File: config.mk
export PLATFORM = sky130hd
export DESIGN_NAME = ofm_requant_fifo
export DESIGN_NICKNAME = d
export VERILOG_FILES = /design/src/rtl/mac_pkg.sv /design/src/rtl/ofm_sync_fifo.sv /design/src/rtl/ofm_requant_fifo.sv
export SDC_FILE = /design/constraint.sdc
export NUM_CORES = 1
export LEC_CHECK = 0
export ABC_AREA = 1
export CAP_MARGIN = 20
export CORE_MARGIN = 2
export CORE_UTILIZATION = 57
export CTS_BUF_LIST = sky130_fd_sc_hd__clkbuf_16
export DETAILED_ROUTE_END_ITERATION = 7
export PLACE_DENSITY = 0.84
export SLEW_MARGIN = 20
export SYNTH_ARGS = -nofsm -noshare
export SYNTH_HDL_FRONTEND = slang
export SYNTH_SLANG_ARGS = --single-unit
export TNS_END_PERCENT = 10
File: constraint.sdc
create_clock -name clk -period 5.15 [get_ports clk]
set_input_delay 1.545 -clock clk [delete_from_list [all_inputs] [get_ports clk]]
set_output_delay 1.545 -clock clk [all_outputs]
set_load 0.01 [all_outputs]
File: src/rtl/mac_pkg.sv
// Shared constants and the requantisation rule for the 4-bit MAC datapath.
// The MAC producer, this buffer and the bench's reference model all use it.
package mac_pkg;

    localparam int OFM_W = 10;
    localparam int IFM_W = 4;

    localparam logic [OFM_W-1:0] IFM_MAX = OFM_W'((1 << IFM_W) - 1);

    // Unsigned right shift, then clamp to the largest IFM code (no rounding).
    function automatic logic [IFM_W-1:0] requant(input logic [OFM_W-1:0] ofm,
                                                 input int unsigned      shift);
        logic [OFM_W-1:0] q;
        q = ofm >> shift;
        if (q > IFM_MAX) begin
            return IFM_MAX[IFM_W-1:0];
        end
        return q[IFM_W-1:0];
    endfunction

endpackage

File: src/rtl/ofm_sync_fifo.sv
// Synchronous first-word-fall-through FIFO. The head word lives in a register,
// so rdata is already valid in the same cycle that out_valid rises.
module ofm_sync_fifo
    import mac_pkg::*;
#(
    parameter int W     = IFM_W,
    parameter int DEPTH = 4,
    parameter int LVL_W = $clog2(DEPTH) + 1
) (
    input  logic             clk,
    input  logic             rst_n,
    input  logic             push,
    input  logic             pop,
    input  logic [W-1:0]     wdata,
    output logic             out_valid,
    output logic [W-1:0]     rdata,
    output logic [LVL_W-1:0] level
);

    localparam int PTR_W = $clog2(DEPTH);

    logic [W-1:0]     mem [DEPTH];
    logic [PTR_W-1:0] wr_ptr;
    logic [PTR_W-1:0] rd_ptr;
    logic [PTR_W-1:0] rd_nxt;
    logic [LVL_W-1:0] level_q;
    logic [LVL_W-1:0] level_nxt;
    logic [W-1:0]     head_q;
    logic [W-1:0]     head_nxt;

    assign rd_nxt = rd_ptr + PTR_W'(pop);

    always_comb begin
        level_nxt = level_q;
        case ({push, pop})
            2'b10:   level_nxt = level_q + LVL_W'(1);
            2'b01:   level_nxt = level_q - LVL_W'(1);
            default: level_nxt = level_q;
        endcase
    end

    // The incoming word bypasses storage when it lands exactly at the next head slot.
    always_comb begin
        head_nxt = mem[rd_nxt];
        if (level_nxt == '0) begin
            head_nxt = '0;
        end else if (push && (wr_ptr == rd_nxt)) begin
            head_nxt = wdata;
        end
    end

    always_ff @(posedge clk) begin
        if (push) begin
            mem[wr_ptr] <= wdata;
        end
    end

    always_ff @(posedge clk or negedge rst_n) begin
        if (!rst_n) begin
            wr_ptr  <= '0;
            rd_ptr  <= '0;
            level_q <= '0;
            head_q  <= '0;
        end else begin
            if (push) begin
                wr_ptr <= wr_ptr + PTR_W'(1);
            end
            rd_ptr  <= rd_nxt;
            level_q <= level_nxt;
            head_q  <= head_nxt;
        end
    end

    assign out_valid = (level_q != '0);
    assign rdata     = head_q;
    assign level     = level_q;

endmodule

File: src/rtl/ofm_requant_fifo.sv
// Requantises each MAC accumulator result to an IFM word and buffers it for the
// next layer. The MAC cannot be stalled, so a full buffer drops and flags results.
module ofm_requant_fifo
    import mac_pkg::*;
#(
    parameter int IN_W  = OFM_W,
    parameter int OUT_W = IFM_W,
    parameter int SHIFT = 2,
    parameter int DEPTH = 4,
    parameter int LVL_W = $clog2(DEPTH) + 1
) (
    input  logic             clk,
    input  logic             rst_n,
    input  logic             in_valid,
    input  logic [IN_W-1:0]  in_OFM,
    input  logic             out_ready,
    output logic             out_valid,
    output logic [OUT_W-1:0] out_IFM,
    output logic [LVL_W-1:0] level,
    output logic             ovf
);

    logic [OUT_W-1:0] word_p0;
    logic             full;
    logic             push;
    logic             pop;
    logic             drop;
    logic             ovf_q;

    assign word_p0 = requant(in_OFM, SHIFT);

    // A pop in the same cycle frees a slot, so a full buffer still accepts.
    assign full = (level == LVL_W'(DEPTH));
    assign pop  = out_valid & out_ready;
    assign push = in_valid & (~full | pop);
    assign drop = in_valid & full & ~pop;

    ofm_sync_fifo #(
        .W     (OUT_W),
        .DEPTH (DEPTH),
        .LVL_W (LVL_W)
    ) u_fifo (
        .clk       (clk),
        .rst_n     (rst_n),
        .push      (push),
        .pop       (pop),
        .wdata     (word_p0),
        .out_valid (out_valid),
        .rdata     (out_IFM),
        .level     (level)
    );

    always_ff @(posedge clk or negedge rst_n) begin
        if (!rst_n) begin
            ovf_q <= 1'b0;
        end else if (drop) begin
            ovf_q <= 1'b1;
        end
    end

    assign ovf = ovf_q;

endmodule

==> results of run 1 <==
## sequential cells by signal, indices dropped and copies added, names as in the netlist
signal and cells:
u_fifo.wr_ptr 2, ovf 1, u_fifo.rd_ptr 2, u_fifo.level 3
u_fifo.rdata 4, u_fifo.mem 16
## stage by stage
step	power (mW)	utilization	hold slack (ns)	setup WS, ns	instance area (um^2)
3_3_place_gp	0.9063	0.6955	0.4577	1.516	1723
3_5_place_dp	0.9327	0.6955	0.4653	1.429	1723
2_1_floorplan	0.7845	-	0.4834	2.370	1501
6_report	1.160	0.7379	0.4770	1.638	1828
5_1_grt	1.253	0.7379	0.5164	1.516	1828
4_1_cts	1.165	0.7379	0.4840	1.658	1828
## worst max-delay path: cells and delay by family
family / cells / cell delay, ns
adders and majority gates: 1 / 0.70
AOI/OAI and AO/OA: 2 / 0.28
and+or+nand+nor: 5 / 0.51
buffers and inverters: 3 / 0.61
## worst max path at each step
| stage | slack [ns] | to |
|---|---|---|
| 2_1_floorplan | 2.37 | u_fifo.rdata[1]$_DFF_PN0_ |
| 3_3_place_gp | 1.52 | u_fifo.rdata[2]$_DFF_PN0_ |
| 3_5_place_dp | 1.43 | u_fifo.rdata[2]$_DFF_PN0_ |
| 4_1_cts | 1.66 | u_fifo.rdata[2]$_DFF_PN0_ |
| 5_1_grt | 1.52 | u_fifo.rdata[1]$_DFF_PN0_ |
| 6_report | 1.64 | u_fifo.rdata[2]$_DFF_PN0_ |
## synth_stat cells (2+ instances only)
cell / count / area share
nand2_4: 3 / 0.022
inv_2: 2 / 0.0050
a21oi_1: 3 / 0.010
inv_1: 25 / 0.063
nand2_2: 8 / 0.033
nand2_1: 29 / 0.072
o211ai_1: 3 / 0.015
edfxtp_1: 16 / 0.32
nor2_1: 12 / 0.030
o21ai_0: 9 / 0.030
nand3_1: 6 / 0.020
ha_1: 5 / 0.042
nor2_2: 2 / 0.0083
dfrtp_1: 12 / 0.20
nand3_2: 3 / 0.020
## cell type report
cell class / instances / area [um^2] / area share
multi-input cells: 94 / 596.8 / 0.3265
flip-flops and latches: 28 / 780.7 / 0.4271
clock inverters: 1 / 30.03 / 0.01643
clock buffers: 3 / 75.07 / 0.04107
well taps: 30 / 37.54 / 0.02053
repair buffers: 20 / 200.2 / 0.1095
inverters: 28 / 107.6 / 0.05886
## routing by layer
layer  vias to the layer above  GRT usage  wire length (um)
met5                         -          0                 0
li1                        526          -                 -
met1                       504     0.2278              1088
met3                         6    0.02576                88
met4                         0    0.09756                46
met2                        25     0.3912              1571
## where the power goes
group,total [mW],internal [mW],switching [mW]
clock network,0.226,0.155,0.0710
logic,0.584,0.242,0.342
registers,0.350,0.308,0.0422
## kinds of logic after synthesis
group	after synthesis	share of synthesized area
flip-flops	28	0.5200
XOR/XNOR	3	0.03501
buffers and inverters	30	0.08250
AND/OR/NAND/NOR	68	0.2417
AO/OA/AOI/OAI	17	0.06583
adder cells (fa/ha/maj)	6	0.05500
==> metrics, run 1 <==
run status finished clean; initial drt markers 37; ys flop type edfxtp_1; Synth cell types 29; Final Instance Count excl. Fillers about 200; postcts setup bufs 0; drt first pass iters 4; Die Area roughly 3100 um^2; crit path launch type primary input; Max-Cap Viols 0; Total GRT Usage 0.2076; fraction of layout cells with a size suffix above 1 0.1667; FF-to-FF path depth 12; YS warnings 0; drt wl/cell about 14 um; Clock Skew just under 0.003 ns; num rows 18; hold endpoint ovf$_DFFE_PN0P_; Async SR Flop Fraction 0.4286; vias in the first global route 1106; reg-to-reg slack, setup 2.75 ns; crit end category register; largest net degree at the start of global routing 19; CP arrival 3.66 ns; drc violations 0; die span in y around 55 um; CP max stage cell ha_1; VDD IR max between 0.0004 and 0.0005 V; r2r startpoint u_fifo.level[1]$_DFF_PN0_; Required @ worst endpoint about 5.3 ns; leakage power approximately 0.81 nW; Mapped Cells approximately 150; commonest non-fill, non-tap cell in the layout nand2_1; area of the core about 2500 um^2; Layout fillers roughly 160; Placed Cells 200; Layout Nets between 150 and 200; initial antenna violation count 0; CTS buffer count 3; critical path type primary input to register; clk_lat worst skew between 0.2 and 0.3 ns; die width about 55 um; Fin Setup TNS 0 ns; TritonCTS sink count 28; Avg Cell Area, Syn ~10 um^2; slowest stage delay, CP ~0.70 ns; Vias roughly 1100; total I/O pin count 23; total global routing overflow 0; WL final between 2000 and 3000 um; Vias/cell 5.201; hold_buf cts 0; Worst Tran Pin Value 0.6439 ns; Final Hold Viols 0; final period utilization 0.6820; Final Max Tran Viols 0; Yosys reg bits 28; CP startpoint out_ready; Synth Net Count roughly 170; number of antenna diodes 0; post-CTS resize count 0; Power Dens Cells 634.4 nW/um^2; minimum clock period about 3.5 ns; root buffer cell clkbuf_16; first-pass GRT wire length 4961 um; most frequent cells in the layout 29 x nand2_1, 25 x inv_1, 20 x clkdlybuf4s50_1, 16 x edfxtp_1; Layout Area Growth over Synthesis 21.75%; CTS tree yes; EDFF count, synth 16; RR Endpoint u_fifo.rdata[2]$_DFF_PN0_; register area share after synthesis 0.5200; Final setup viols 0; DP HPWL 2085 um; H-tree Lvls 1; Slew headroom 0.5708; Clk pin slew, worst setup/hold paths approximately 0.070 ns; Antenna Nets Post-Route 0; Critical Path Fanout Max 18; Initial Util 0.6061; PortBufs 20; Max Buffers Root-to-Sink 2; hold_sp ovf$_DFFE_PN0P_; achievable frequency 284.7 MHz; Synth Cell Area between 1500 and 2000 um^2; unrepaired setup endpoints after global routing false; cells along the critical path clkdlybuf4s50_1 > nand2_2 > inv_2 > ha_1 > o21ai_0 > nand2_1 > nand2_1 > inv_1 > nor2_1 > nor2_1 > a21oi_2; gp weighted congestion roughly 0.91; Hold Path Class register to register; Worst Hold Depth 1
No activity file was read; power rests on OpenSTA's default activity.
==> inputs of run 2 (changes only) <==
- CORE_UTILIZATION: 57 -> 48
- PLACE_DENSITY: 0.84 -> 0.75
- clock period: 5.15 -> 3.1 ns (I/O delays scaled with it)
==> metrics, run 2 (synthesis results as in run 1) <==
initial antenna violation count 0 (unchanged); Final setup viols 0 (unchanged); grt met3 use 0.03030 (+0.004542); number of antenna diodes 0 (unchanged); H-tree Lvls 1 (unchanged); die span in y 59.93 um (+8.3%); Vias/cell 5.014 (-3.6%); CP max stage cell clkdlybuf4s50_1; Layout fillers 259 (+60%); multi-input logic area 596.8 um^2 (unchanged); Clock Skew 0.001338 ns (-0.001646 ns); Layout Nets 196 (+0.51%); CTS tree yes; DP HPWL 2102 um (+0.79%); commonest non-fill, non-tap cell in the layout nand2_1; Die Area 3592 um^2 (+17%); area of the core 3003 um^2 (+21%); drc violations 0 (unchanged); drt wl/cell 12.54 um (-8.4%); total global routing overflow 0 (unchanged); Final Max Tran Viols 0 (unchanged); CTS buffer count 3 (unchanged); gp weighted congestion 0.8225 (-10%); M1 GR Usage 0.2042 (-0.02357); busiest grt layer met2; vias in the first global route 1037 (-6.2%); Largest delay share family, worst path buffers and inverters; fraction of layout cells with a size suffix above 1 0.1714 (+0.004762); final period utilization 0.8846; Total GRT Usage 0.1714 (-0.03616); leakage power 0.8105 nW (+0.60%); initial drt markers 62 (+68%); root buffer cell clkbuf_16; Vias 1043 (-1.7%); Critical Path Fanout Max 12 (-6); drt first pass iters 4 (unchanged); largest net degree at the start of global routing 17 (-2); max reg flops 16 (unchanged); minimum clock period approximately 2.7 ns; Worst Tran Pin Value 0.5590 ns (-0.08483 ns); Max Buffers Root-to-Sink 2 (unchanged); crit end category register; post-CTS resize count 0 (unchanged); slowest stage delay, CP 0.50 ns (-0.20 ns); CP arrival 2.89 ns (-0.77 ns); run status finished clean; TritonCTS sink count 28 (unchanged); Initial Util 0.5000 (-0.1061); PortBufs 20 (unchanged); Max-Cap Viols 0 (unchanged); Antenna Nets Post-Route 0 (unchanged); reg-to-reg slack, setup 0.85 ns (-1.90 ns); crit path launch type primary input; Required @ worst endpoint 3.24 ns (-2.06 ns); register area 780.7 um^2 (unchanged); Layout Area Growth over Synthesis 22.50%; Power Dens Cells 1051 nW/um^2 (+66%); Hold Path Class register to register; cells along the critical path clkdlybuf4s50_1 > nand2_2 > inv_2 > ha_1 > buf_4 > o21ai_0 > o21ai_0 > nand2_1 > nand2_1 > a21oi_1; CP bufs+invs 3 (unchanged); Clk pin slew, worst setup/hold paths 0.07 ns (about the same); WL final 2609 um (-6.7%); unrepaired setup endpoints after global routing false; hold_buf cts 0 (unchanged); achievable frequency approximately 360 MHz; most frequent cells in the layout 29 x nand2_1, 25 x inv_1, 20 x clkdlybuf4s50_1, 16 x edfxtp_1; Fin Setup TNS 0 ns (unchanged); Final Hold Viols 0 (unchanged); Power, Total 1.934 mW (+67%); num rows 20 (+2); first-pass GRT wire length 4512 um (-9.1%); clk_lat worst skew 0.26 ns (about the same); Slew headroom 0.6261 (+0.05539); VDD IR max 0.0005322 V (+14%); met2 Usage GRT 0.3043 (-0.08681); die width 59.93 um (+8.3%); postcts setup bufs 0 (unchanged); critical path type primary input to register; total I/O pin count 23 (unchanged); Top reg by flops u_fifo.mem
==> run 2: changes by cell type in the layout (fill, tap and decap cells not counted), sizes merged <==
cell / before / now
buf: 0 / 1
==> run 2: power by group <==
| part | switching [mW] | internal [mW] | total (mW) |
|---|---|---|---|
| logic | 0.568 | 0.415 | 0.983 |
| registers | 0.0671 | 0.511 | 0.578 |
| clock network | 0.116 | 0.257 | 0.373 |
==> run 2: stage by stage <==
stage	setup WS [ns]	area (um^2)	utilization	std cells	hold slack, ns
final	0.3576	1839	0.6125	208	0.4765
after global routing	0.1840	1839	0.6125	208	0.5104
after CTS	0.3521	1839	0.6125	208	0.4802
after detailed placement	0.1213	1734	0.5775	204	0.4618
after global placement	0.1927	1734	0.5775	204	0.4601
after floorplan	0.9354	1501	-	152	0.4834
==> run 2: final timing paths <==
check | depth (start not counted) | start | end
setup / recovery | 10 | out_ready | u_fifo.rdata[1]$_DFF_PN0_
hold / removal | 1 | ovf$_DFFE_PN0P_ | ovf$_DFFE_PN0P_
setup reg to reg | 11 | u_fifo.level[1]$_DFF_PN0_ | u_fifo.rdata[1]$_DFF_PN0_
hold reg to reg | 1 | ovf$_DFFE_PN0P_ | ovf$_DFFE_PN0P_
max in group asynchronous | 1 | rst_n | u_fifo.rdata[0]$_DFF_PN0_
min in group asynchronous | 1 | rst_n | u_fifo.wr_ptr[0]$_DFFE_PN0P_
==> run 2: layout make-up <==
| type | instances | area share |
|---|---|---|
| well taps | 33 | 0.02245 |
| multi-input cells | 94 | 0.3245 |
| clock buffers | 3 | 0.04082 |
| flip-flops and latches | 28 | 0.4245 |
| clock inverters | 1 | 0.01633 |
| repair buffers | 21 | 0.1129 |
| inverters | 28 | 0.05850 |
==> run 2: routing by layer <==
metal / vias up / part of all wire
met5: - / 0
met3: 4 / 0.025
met2: 19 / 0.53
li1: 525 / -
met1: 495 / 0.43
met4: 0 / 0.013
==> run 2: worst reg2reg max path, cell delays in order, from the launching register on <==
cell and delay (ns):
dfrtp_1 0.42, nor2_2 0.19, nand2_2 0.11, nand2_2 0.11, inv_2 0.05, ha_1 0.50, buf_4 0.25, o21ai_0 0.13
o21ai_0 0.21, nand2_1 0.07, nand2_1 0.06, a21oi_1 0.04
